## src/rtl/laser_frame_receiver.sv

```systemverilog
// Oversampling serial receiver for one laser link: idle dark, start lit, 8 data bits LSB first, stop dark.
// Define LASER_RX_PARITY_EN to add an even-parity bit between data bit 7 and the stop bit.
module laser_frame_receiver #(
    parameter int CLKS_PER_BIT = 8,
    parameter int DATA_BITS    = 8
) (
    input  logic       clock,
    input  logic       reset,
    input  logic       en,
    input  logic       laser_in,
    output logic [7:0] data_out,
    output logic       data_valid,
    output logic       framing_error,
    output logic       parity_error,
    output logic       busy
);

    localparam int CW = $clog2(CLKS_PER_BIT);
    localparam logic [CW-1:0] CNT_LAST = CW'(CLKS_PER_BIT - 1);
    localparam logic [CW-1:0] CNT_HALF = CW'(CLKS_PER_BIT / 2 - 1);
    localparam logic [2:0]    BIT_LAST = 3'(DATA_BITS - 1);

`ifdef LASER_RX_PARITY_EN
    typedef enum logic [2:0] {IDLE, START, DATA, PARITY, STOP} state_t;
`else
    typedef enum logic [2:0] {IDLE, START, DATA, STOP} state_t;
`endif

    logic          sync_reg;
    logic          rx_s;
    logic          rx_prev;
    state_t        state_reg, state_next;
    logic [CW-1:0] cnt_reg, cnt_next;
    logic [2:0]    bit_idx_reg, bit_idx_next;
    logic [7:0]    shreg_reg, shreg_next;
    logic [7:0]    data_out_reg, data_out_next;
    logic          valid_reg, valid_next;
    logic          ferr_reg, ferr_next;
    logic          perr_reg, perr_next;
`ifdef LASER_RX_PARITY_EN
    logic          par_reg, par_next;
`endif

    always_ff @(posedge clock or posedge reset) begin
        if (reset) begin
            sync_reg     <= 1'b0;
            rx_s         <= 1'b0;
            rx_prev      <= 1'b0;
            state_reg    <= IDLE;
            cnt_reg      <= '0;
            bit_idx_reg  <= '0;
            shreg_reg    <= '0;
            data_out_reg <= '0;
            valid_reg    <= 1'b0;
            ferr_reg     <= 1'b0;
            perr_reg     <= 1'b0;
`ifdef LASER_RX_PARITY_EN
            par_reg      <= 1'b0;
`endif
        end else begin
            sync_reg     <= laser_in;
            rx_s         <= sync_reg;
            rx_prev      <= rx_s;
            state_reg    <= state_next;
            cnt_reg      <= cnt_next;
            bit_idx_reg  <= bit_idx_next;
            shreg_reg    <= shreg_next;
            data_out_reg <= data_out_next;
            valid_reg    <= valid_next;
            ferr_reg     <= ferr_next;
            perr_reg     <= perr_next;
`ifdef LASER_RX_PARITY_EN
            par_reg      <= par_next;
`endif
        end
    end

    always_comb begin
        state_next    = state_reg;
        cnt_next      = cnt_reg;
        bit_idx_next  = bit_idx_reg;
        shreg_next    = shreg_reg;
        data_out_next = data_out_reg;
        valid_next    = 1'b0;
        ferr_next     = 1'b0;
        perr_next     = 1'b0;
`ifdef LASER_RX_PARITY_EN
        par_next      = par_reg;
`endif
        if (!en) begin
            state_next   = IDLE;
            cnt_next     = '0;
            bit_idx_next = '0;
        end else begin
            case (state_reg)
                IDLE: begin
                    // Edge-triggered start: a line stuck lit must go dark before it can start again.
                    if (rx_s && !rx_prev) begin
                        state_next   = START;
                        cnt_next     = '0;
                        bit_idx_next = '0;
                    end
                end
                START: begin
                    if (cnt_reg == CNT_HALF) begin
                        cnt_next     = '0;
                        bit_idx_next = '0;
                        state_next   = rx_s ? DATA : IDLE;
                    end else begin
                        cnt_next = cnt_reg + 1'b1;
                    end
                end
                DATA: begin
                    if (cnt_reg == CNT_LAST) begin
                        shreg_next   = {rx_s, shreg_reg[7:1]};
                        cnt_next     = '0;
                        bit_idx_next = bit_idx_reg + 1'b1;
                        if (bit_idx_reg == BIT_LAST) begin
`ifdef LASER_RX_PARITY_EN
                            state_next = PARITY;
`else
                            state_next = STOP;
`endif
                        end
                    end else begin
                        cnt_next = cnt_reg + 1'b1;
                    end
                end
`ifdef LASER_RX_PARITY_EN
                PARITY: begin
                    if (cnt_reg == CNT_LAST) begin
                        par_next   = rx_s;
                        cnt_next   = '0;
                        state_next = STOP;
                    end else begin
                        cnt_next = cnt_reg + 1'b1;
                    end
                end
`endif
                STOP: begin
                    if (cnt_reg == CNT_LAST) begin
                        cnt_next   = '0;
                        state_next = IDLE;
                        if (rx_s) begin
                            ferr_next = 1'b1;
`ifdef LASER_RX_PARITY_EN
                        end else if (^{shreg_reg, par_reg}) begin
                            perr_next = 1'b1;
`endif
                        end else begin
                            data_out_next = shreg_reg;
                            valid_next    = 1'b1;
                        end
                    end else begin
                        cnt_next = cnt_reg + 1'b1;
                    end
                end
                default: begin
                    state_next = IDLE;
                    cnt_next   = '0;
                end
            endcase
        end
    end

    assign data_out      = data_out_reg;
    assign data_valid    = valid_reg;
    assign framing_error = ferr_reg;
    assign parity_error  = perr_reg;
    assign busy          = (state_reg != IDLE);

endmodule

```

## config.mk

```make
export PLATFORM = sky130hd
export DESIGN_NAME = laser_frame_receiver
export DESIGN_NICKNAME = d
export VERILOG_FILES = /design/src/rtl/laser_frame_receiver.sv
export SDC_FILE = /design/constraint.sdc
export NUM_CORES = 1
export LEC_CHECK = 0
export CORE_ASPECT_RATIO = 1.2
export CORE_UTILIZATION = 49
export DETAILED_ROUTE_END_ITERATION = 10
export GPL_TIMING_DRIVEN = 0
export PLACE_DENSITY = 0.73
export SETUP_SLACK_MARGIN = 0.4
export SLEW_MARGIN = 15
export SYNTH_ARGS = -nofsm -noshare
export SYNTH_HDL_FRONTEND = slang
export SYNTH_SLANG_ARGS = --single-unit
```

## constraint.sdc

```tcl
create_clock -name clock -period 1.6 [get_ports clock]
set_input_delay 0.32 -clock clock [delete_from_list [all_inputs] [get_ports clock]]
set_output_delay 0.32 -clock clock [all_outputs]
set_load 0.005 [all_outputs]
```

# Yosys cells after proc, flatten, opt, wreduce, memory -nomap -nowiden
# Cells that the tools add are included.
# totals
regBits	30
latchBits	0
mem_bits_rw	0
romBits	0
in_bits	4
out_inout_bits	12
word_cells	59
mem_count	0
# op_classes
addsub	2
mul	0
n_div	0
n_lt_le_gt_ge	0
n_eq_ne	12
n_shift	0
mux	25
bitwise_logic	1
n_reduce_logical	9
# op_table
operator	count
two-way mux 3 bit	13
case mux 3 bit (3 select lines)	2
inequality test 3 bit, second input constant	5
case mux 3 bit (4 select lines)	1
== test 3 x 2 -> 1 bit, second input constant	3
two-way mux 1 bit	8
AND reduction 4 bit	2
adder 3 x 1 -> 3 bit, second input constant	2
== test 3 bit, second input constant	2
AND reduction 5 bit	1
inequality test 4 x 1 -> 1 bit, second input constant	1
== test 3 x 1 -> 1 bit, second input constant	1
logical NOT 3 bit	1
AND reduction 3 bit	1
nonzero test 3 bit	1
two-way mux 2 bit	1
OR reduction 2 bit	1
logical AND 1 bit	1
logical NOT 1 bit	1
inverter 1 bit	1

# Logic depth before layout (Yosys ltp)
# Gate-level depths: netlist of run 1.
# depth
depth_word	5
mapped_depth	7
mapped_depth_nobuf	6

# Worst setup path after synthesis of run 1
# Ideal clock, no wire load.
# synth_timing
path_type	register -> register
startpoint	register state_reg[0]
endpoint	register bit_idx_reg[0]
setup_ps	128
arrival_ps	1660
t_required_ps	1472
slack_ps	-187
path_stages_with_launch	8
n_path_buf	1
synth_period_minus_slack_ps	1787
path_cell_list	dfrtp_1 -> inv_1 -> ha_1 -> buf_2 -> o21ai_0 -> a21oi_2 -> a211oi_4 -> mux2_1
# synth_via
elab_chain_len	3
word_cells_on_any_way	10
cone_classes	eq/ne (6); mux (2); reduce/logical (2)
# synth_rtl
element	line_no	source
start: declaration	32	state_t state_reg, state_next;
start signal: assignment	64	state_reg <= state_next;
== test 3 x 2 -> 1 bit (tied with other cells)	95	case (state_reg)
inequality test 4 x 1 -> 1 bit (no line) (tied with other cells)	--	
AND reduction 4 bit (no line) / two-way mux 3 bit (equally long branches)	--	
end signal: assignment	66	bit_idx_reg <= bit_idx_next;
end: declaration	34	logic [2:0] bit_idx_reg, bit_idx_next;
# Parallel ways exist; a longest one is shown, timed or not.
# A chain may end at the register's enable or synchronous reset.

# Final worst setup path of run 1
# layout_timing
startpoint	register state_reg[1]
endpoint	register bit_idx_reg[1]
# The elaborated chain is that of the path after synthesis.

==> results of run 1 <==
-- synthesized netlist by cell type, types with 2 or more instances --
library cell   n  area, µm²
nand2_1        6       22.5
mux2_2        16        180
a22o_2         2       20.0
buf_4          2       15.0
o21ai_0        6       30.0
dfrtp_1       29        726
mux2_1         3       33.8
inv_1          8       30.0
and3_1         2       12.5
nor2_1         5       18.8
buf_6          2       22.5
nor3_1         2       10.0
nand4_1        2       12.5
ha_1          10        125
-- placed cells by master (no fill, tap or decap), drive strengths merged, types with 2 or more instances in the layout --
master         instances
nor2                   7
nor3                   2
a22o                   3
and3                   3
inv                    7
a21oi                  2
nand4                  2
clkbuf                 5
mux2                  19
bufinv                 2
o21ai                  6
buf                   36
nand2                  6
a211o                  2
ha                    10
dfrtp                 29
clkdlybuf4s50          2
-- metal layers --
metal,vias to the layer above,track usage (%)
met5,-,0
met4,0,10.7
met3,0,6.27
met2,20,34.9
met1,497,23.3
li1,471,-
-- power by group --
| group | total, µW | leakage, µW | switching [µW] | internal [µW] |
|---|---|---|---|---|
| logic | 780 | 0.000557 | 377 | 403 |
| clock network | 742 | 0.0000552 | 259 | 484 |
| registers | 806 | 0.000396 | 39.4 | 767 |
-- worst max-delay path: stages (launching register included) --
cell and delay (ps):
dfrtp_1 390, buf_6 120, ha_4 140, buf_6 120, o21ai_2 220, a21oi_4 70
a211oi_4 330, mux2_4 330
-- logic make-up after synthesis --
group | count (synthesis) | synth area share [%]
mux | 20 | 16.1
buf+inv | 13 | 5.22
compound gates | 15 | 8.63
other cells | 1 | 0.270
flops | 29 | 52.2
fa+ha+maj | 10 | 8.99
simple gates | 23 | 8.63
-- through the flow --
stage          cell area, µm²  instances  hold WS (ps)  util [%]
3_5_place_dp             1600        157           339      61.3
4_1_cts                  1850        180           368      71.2
2_1_floorplan            1430        111           331         -
5_1_grt                  2020        187           380      77.7
6_report                 2020        187           367      77.7
3_3_place_gp             1600        157           336      61.3
-- final cells by class --
cell class | instances | area [µm²] | area share [%]
buffer | 5 | 48.8 | 2.41
clock buffer | 5 | 37.5 | 1.86
clock inverter | 3 | 65.1 | 3.22
inverter | 8 | 33.8 | 1.67
multi-input combinational | 70 | 815 | 40.3
sequential | 29 | 726 | 35.9
tap | 33 | 41.3 | 2.04
timing repair buffer | 34 | 255 | 12.6
-- how the worst max path moves through the flow --
stage                      start  cells past startpoint             end
floorplan           state_reg[0]                      7  bit_idx_reg[0]
global placement    state_reg[0]                      7  bit_idx_reg[0]
detailed placement  state_reg[1]                      6  bit_idx_reg[1]
CTS                 state_reg[1]                      7  bit_idx_reg[1]
global route        state_reg[1]                      7  bit_idx_reg[1]
finish              state_reg[1]                      7  bit_idx_reg[1]
-- what timing repair did --
item                       in CTS  in global routing
setup endpoints to repair      65                 30
hold endpoints to repair        0                  0
pin swaps                       2                  8
setup buffers                  14                  7
gates cloned                    1                  0
resized for setup              60                 24
==> metrics.md, run 1 <==
| Metric | Value |
|---|---|
| Outcome | finished with violations |
| Failing checks | negative setup slack |
| CP Class | flop to flop |
| Setup slack after layout | -229 ps |
| CP max FO | 5 |
| Row cnt | 20 |
| Initial core utilization | 53.5% |
| Sink Count | 29 |
| Gr usage total | about a fifth |
| ANT nets after route | 0 |
| R2r worst-path depth | 7 |
| Max layer used | met3 |
| Place WS | -221 ps |
| H-tree depth | 2 |
| Final setup skew | ~14 ps |
| Fin crit period | 1830 ps |
| CTS Buf Count | 5 |
| CTS root buffer | clkbuf_4 |
| Hpwl dp | around 1600 µm |
| Hold_buf cts | 0 |
| Synthesized Nets | approximately 130 |
| Pins Over Slew Limit | 0 |
| Sum Neg Setup Slack | -1930 ps |
| Synth warn | 0 |
| Die H | approximately 60 µm |
| Routed via count | a little under 1,000 |
| RSZ-0062 raised after global routing | yes |
| FF-to-FF End | bit_idx_reg[1] |
| Seq/Total Area, Yosys | between 50% and 60% |
| Crit path launch type | flop |
| Hold wc startpoint | sync_reg |
| Number of antenna diodes | 0 |
| Post-synthesis cell area | between 1000 and 1500 µm² |
| Drt drc | 0 |
| Asr flop ratio synth | 100% |
| Flop-to-flop setup slack | -230 ps |
| Chip Width | 50.6 µm |
| Clock latency on the worst-skew pair | around 320 ps |
| Global-route wire length before repair | ~4400 µm |
| Met2 Wirelength | between 1500 and 2000 µm |
| Yosys reg bits | 29 |
| CP Data Arrival Time | roughly 2100 ps |
| Final Cycle Share | 114% |
| GRT overflow | 0 |
| Lkg Pwr | a little over 0.001 µW |
| # fillers | around 160 |
| Initial antenna violation count | 0 |
| DIE AREA | 3060 µm² |
| Final net count | between 150 and 200 |
| Number of flops mapped to enable cells by yosys | 0 |
| Largest net degree at the start of global routing | 30 |
| DRT Wirelength | ~3000 µm |
| Max-cap violations | 0 |
| Wire length on met3 | between 100 and 150 µm |
| Pre-Repair DR Iteration Count | 4 |
| Worst vdd ir | roughly 1.3 mV |
| Placeable core area | 2600 µm² |
| HP Class | flop to flop |
| Pwr dens | between 1000 and 1500 nW/µm² |
| Slew headroom | between 50 and 60% |
| Avg Cell Area, Syn | 12.5 µm² |
| Initial DRC count | 19 |
| Clk slew on worst S/H paths | around 100 ps |
| WHS Path Cells | 0 |
| Hold path endpoint | rx_s |
| Worst Path Required | between 1500 and 2000 ps |
| FF-to-FF Start | state_reg[1] |
| Endpoint class of the critical path | flop |
| DR WL/cell | ~16 µm |
| PortBufs | 13 |
| Vias in the first global route | around 990 |
| RD Place Congestion | a little under 0.8 |
| Final hold violation count | 0 |
| Layout cell share with drive strength beyond 1 | a little under three fifths |
| # IOs | 16 |
| Maximum root-to-sink buffer count | 2 |
| Post-Route M1 WL | roughly 1400 µm |
| Syn-to-layout area delta | 45.3% |
| Slew @ Worst Pin | 611 ps |
| Final setup fails | 18 |
| CTS tree | done |
| FMAX | 547 MHz |
| Total power | between 2000 and 2500 µW |
| Synth cell types | 30 |
| Main synth FF type | dfrtp_1 |
| Mapped Cells | between 100 and 150 |
| Vias/cell | about 5.3 |
Note: power is estimated with default switching activity, not from simulation.
==> run 2, diff against run 1 <==
--- a/config.mk
+++ b/config.mk
@@ -11,6 +11,7 @@
 export GPL_TIMING_DRIVEN = 0
 export PLACE_DENSITY = 0.73
 export SETUP_SLACK_MARGIN = 0.4
+export SKIP_CTS_REPAIR_TIMING = 1
 export SLEW_MARGIN = 15
 export SYNTH_ARGS = -nofsm -noshare
 export SYNTH_HDL_FRONTEND = slang
==> run 2 against run 1 <==
Effect of this change:
- the run still ends with negative setup slack left
- core utilization is 6.2 points lower
- die area did not move
- flip-flop and latch count is the same
- clock skew is essentially flat
- critical endpoint is now bit_idx_reg[0]
- highest routed layer is now met4
==> metrics.md, run 2 (synthesized netlist as in run 1, its figures left out) <==
| Metric | Value |
|---|---|
| Most frequent cells in the layout | 28 x dfrtp_1, 11 x buf_4, 10 x mux2_4 |
| Pwr dens | ~1200 nW/µm² |
| Largest net degree at the start of global routing | 30 |
| Drt drc | 0 |
| Commonest non-fill, non-tap cell in the layout | dfrtp_1 |
| FMAX | 548 MHz |
| Fin crit period | about 1800 ps |
| Hold WS | around 360 ps |
| PortBufs | 13 |
| Worst Path Required | 1810 ps |
| HP Class | flop to flop |
| Number of antenna diodes | 0 |
| Final setup fails | 20 |
| Gr usage total | around 17% |
| Clock latency on the worst-skew pair | 320 ps |
| Maximum root-to-sink buffer count | 2 |
| Slew @ Worst Pin | a little over 1000 ps |
| CP Data Arrival Time | roughly 2000 ps |
| Hpwl dp | about 1600 µm |
| CTS Buf Count | 5 |
| ANT nets after route | 0 |
| Row cnt | 20 |
| Fin util | between 70% and 80% |
| GRT overflow | 0 |
| Chip Width | 50.6 µm |
| Outcome | finished with violations |
| H-tree depth | 2 |
| CTS tree | done |
| DRT Wirelength | roughly 2800 µm |
| Final Cycle Share | 114% |
| RSZ-0062 raised after global routing | yes |
| Final setup skew | ~14 ps |
| Initial antenna violation count | 0 |
| Placeable core area | roughly 2600 µm² |
| Failing checks | negative setup slack |
| Largest stage delay on the critical path | between 400 and 500 ps |
| Final hold violation count | 0 |
| CP cell instances | buf_6 -> ha_4 -> buf_6 -> mux2i_1 -> a21oi_2 -> a211oi_4 -> mux2_4 |
| CTS root buffer | clkbuf_4 |
| Routed via count | between 900 and 1,000 |
| Clk slew on worst S/H paths | roughly 90 ps |
| CP Class | flop to flop |
| DIE AREA | around 3100 µm² |
| Worst vdd ir | approximately 1.3 mV |
| Global-route wire length before repair | around 3700 µm |
| Slew headroom | about 33% |
| Cell mode on critical path | buf_6 |
| Layout cell share with drive strength beyond 1 | 51.0% |
| Initial DRC count | 15 |
| Initial core utilization | 53.5% |
| Total power | 2170 µW |
| Sink Count | 29 |
| Setup slack after layout | -224 ps |
| Pre-Repair DR Iteration Count | 4 |
| Lkg Pwr | 0.000970 µW |
| Vias in the first global route | ~840 |
| CP max FO | 4 |
| Final net count | around 160 |
| Endpoint class of the critical path | flop |
| Die H | between 60 and 70 µm |
| # IOs | 16 |
| Slowest-stage cell, CP | dfrtp_1 |
| Max-cap violations | 0 |
| Pins Over Slew Limit | 0 |
| Syn-to-layout area delta | 33.7% |
| Vias/cell | approximately 5.3 |
| RD Place Congestion | a little under 0.8 |
| Crit path launch type | flop |
| DR WL/cell | between 15 and 20 µm |
run 2: final timing paths:
check | cells after the start | from | slack, ps | endpoint
setup / recovery | 7 | state_reg[1] | -220 | bit_idx_reg[0]
hold / removal | 0 | sync_reg | 360 | rx_s
min in group asynchronous | 2 | reset | 410 | bit_idx_reg[2]
max in group asynchronous | 2 | reset | 670 | state_reg[0]
setup reg to reg | 7 | state_reg[1] | -220 | bit_idx_reg[0]
hold reg to reg | 0 | sync_reg | 360 | rx_s
run 2: per-layer routing:
layer / vias up / wire [µm] / track usage, %
met2: 15 / 1370 / 26.9
met4: 0 / 35 / 11.5
met5: - / 0 / 0
met3: 5 / 96 / 5.51
met1: 475 / 1280 / 19.6
li1: 449 / - / -
run 2: power by group:
group	internal (µW)	total, µW	switching, µW
registers	769	820	50.9
logic	313	610	297
clock network	484	742	258
total	1570	2170	606
run 2: layout make-up:
cell class,instances,area (µm²)
buffer,5,48.8
clock inverter,3,65.1
clock buffer,5,37.5
inverter,8,32.5
multi-input combinational,70,717
timing repair buffer,25,191
tap,33,41.3
fill,186,742
sequential,29,727
run 2: through the flow:
| stage | instances | worst slack (ps) | area, µm² | setup TNS, ps |
|---|---|---|---|---|
| floorplan | 111 | -79.2 | 1430 | -287 |
| global placement | 157 | -150 | 1600 | -2160 |
| detailed placement | 157 | -221 | 1600 | -4240 |
| CTS | 165 | -346 | 1700 | -2950 |
| global route | 178 | -246 | 1860 | -3080 |
| finish | 178 | -224 | 1860 | -2190 |
run 2: critical path, delay by kind of cell, from the launching register on:
kind | cells | cell delay [ps]
muxes | 2 | 500
DFF | 1 | 420
AOI/OAI and AO/OA | 2 | 400
buffers and inverters | 2 | 250
adders and majority gates | 1 | 150
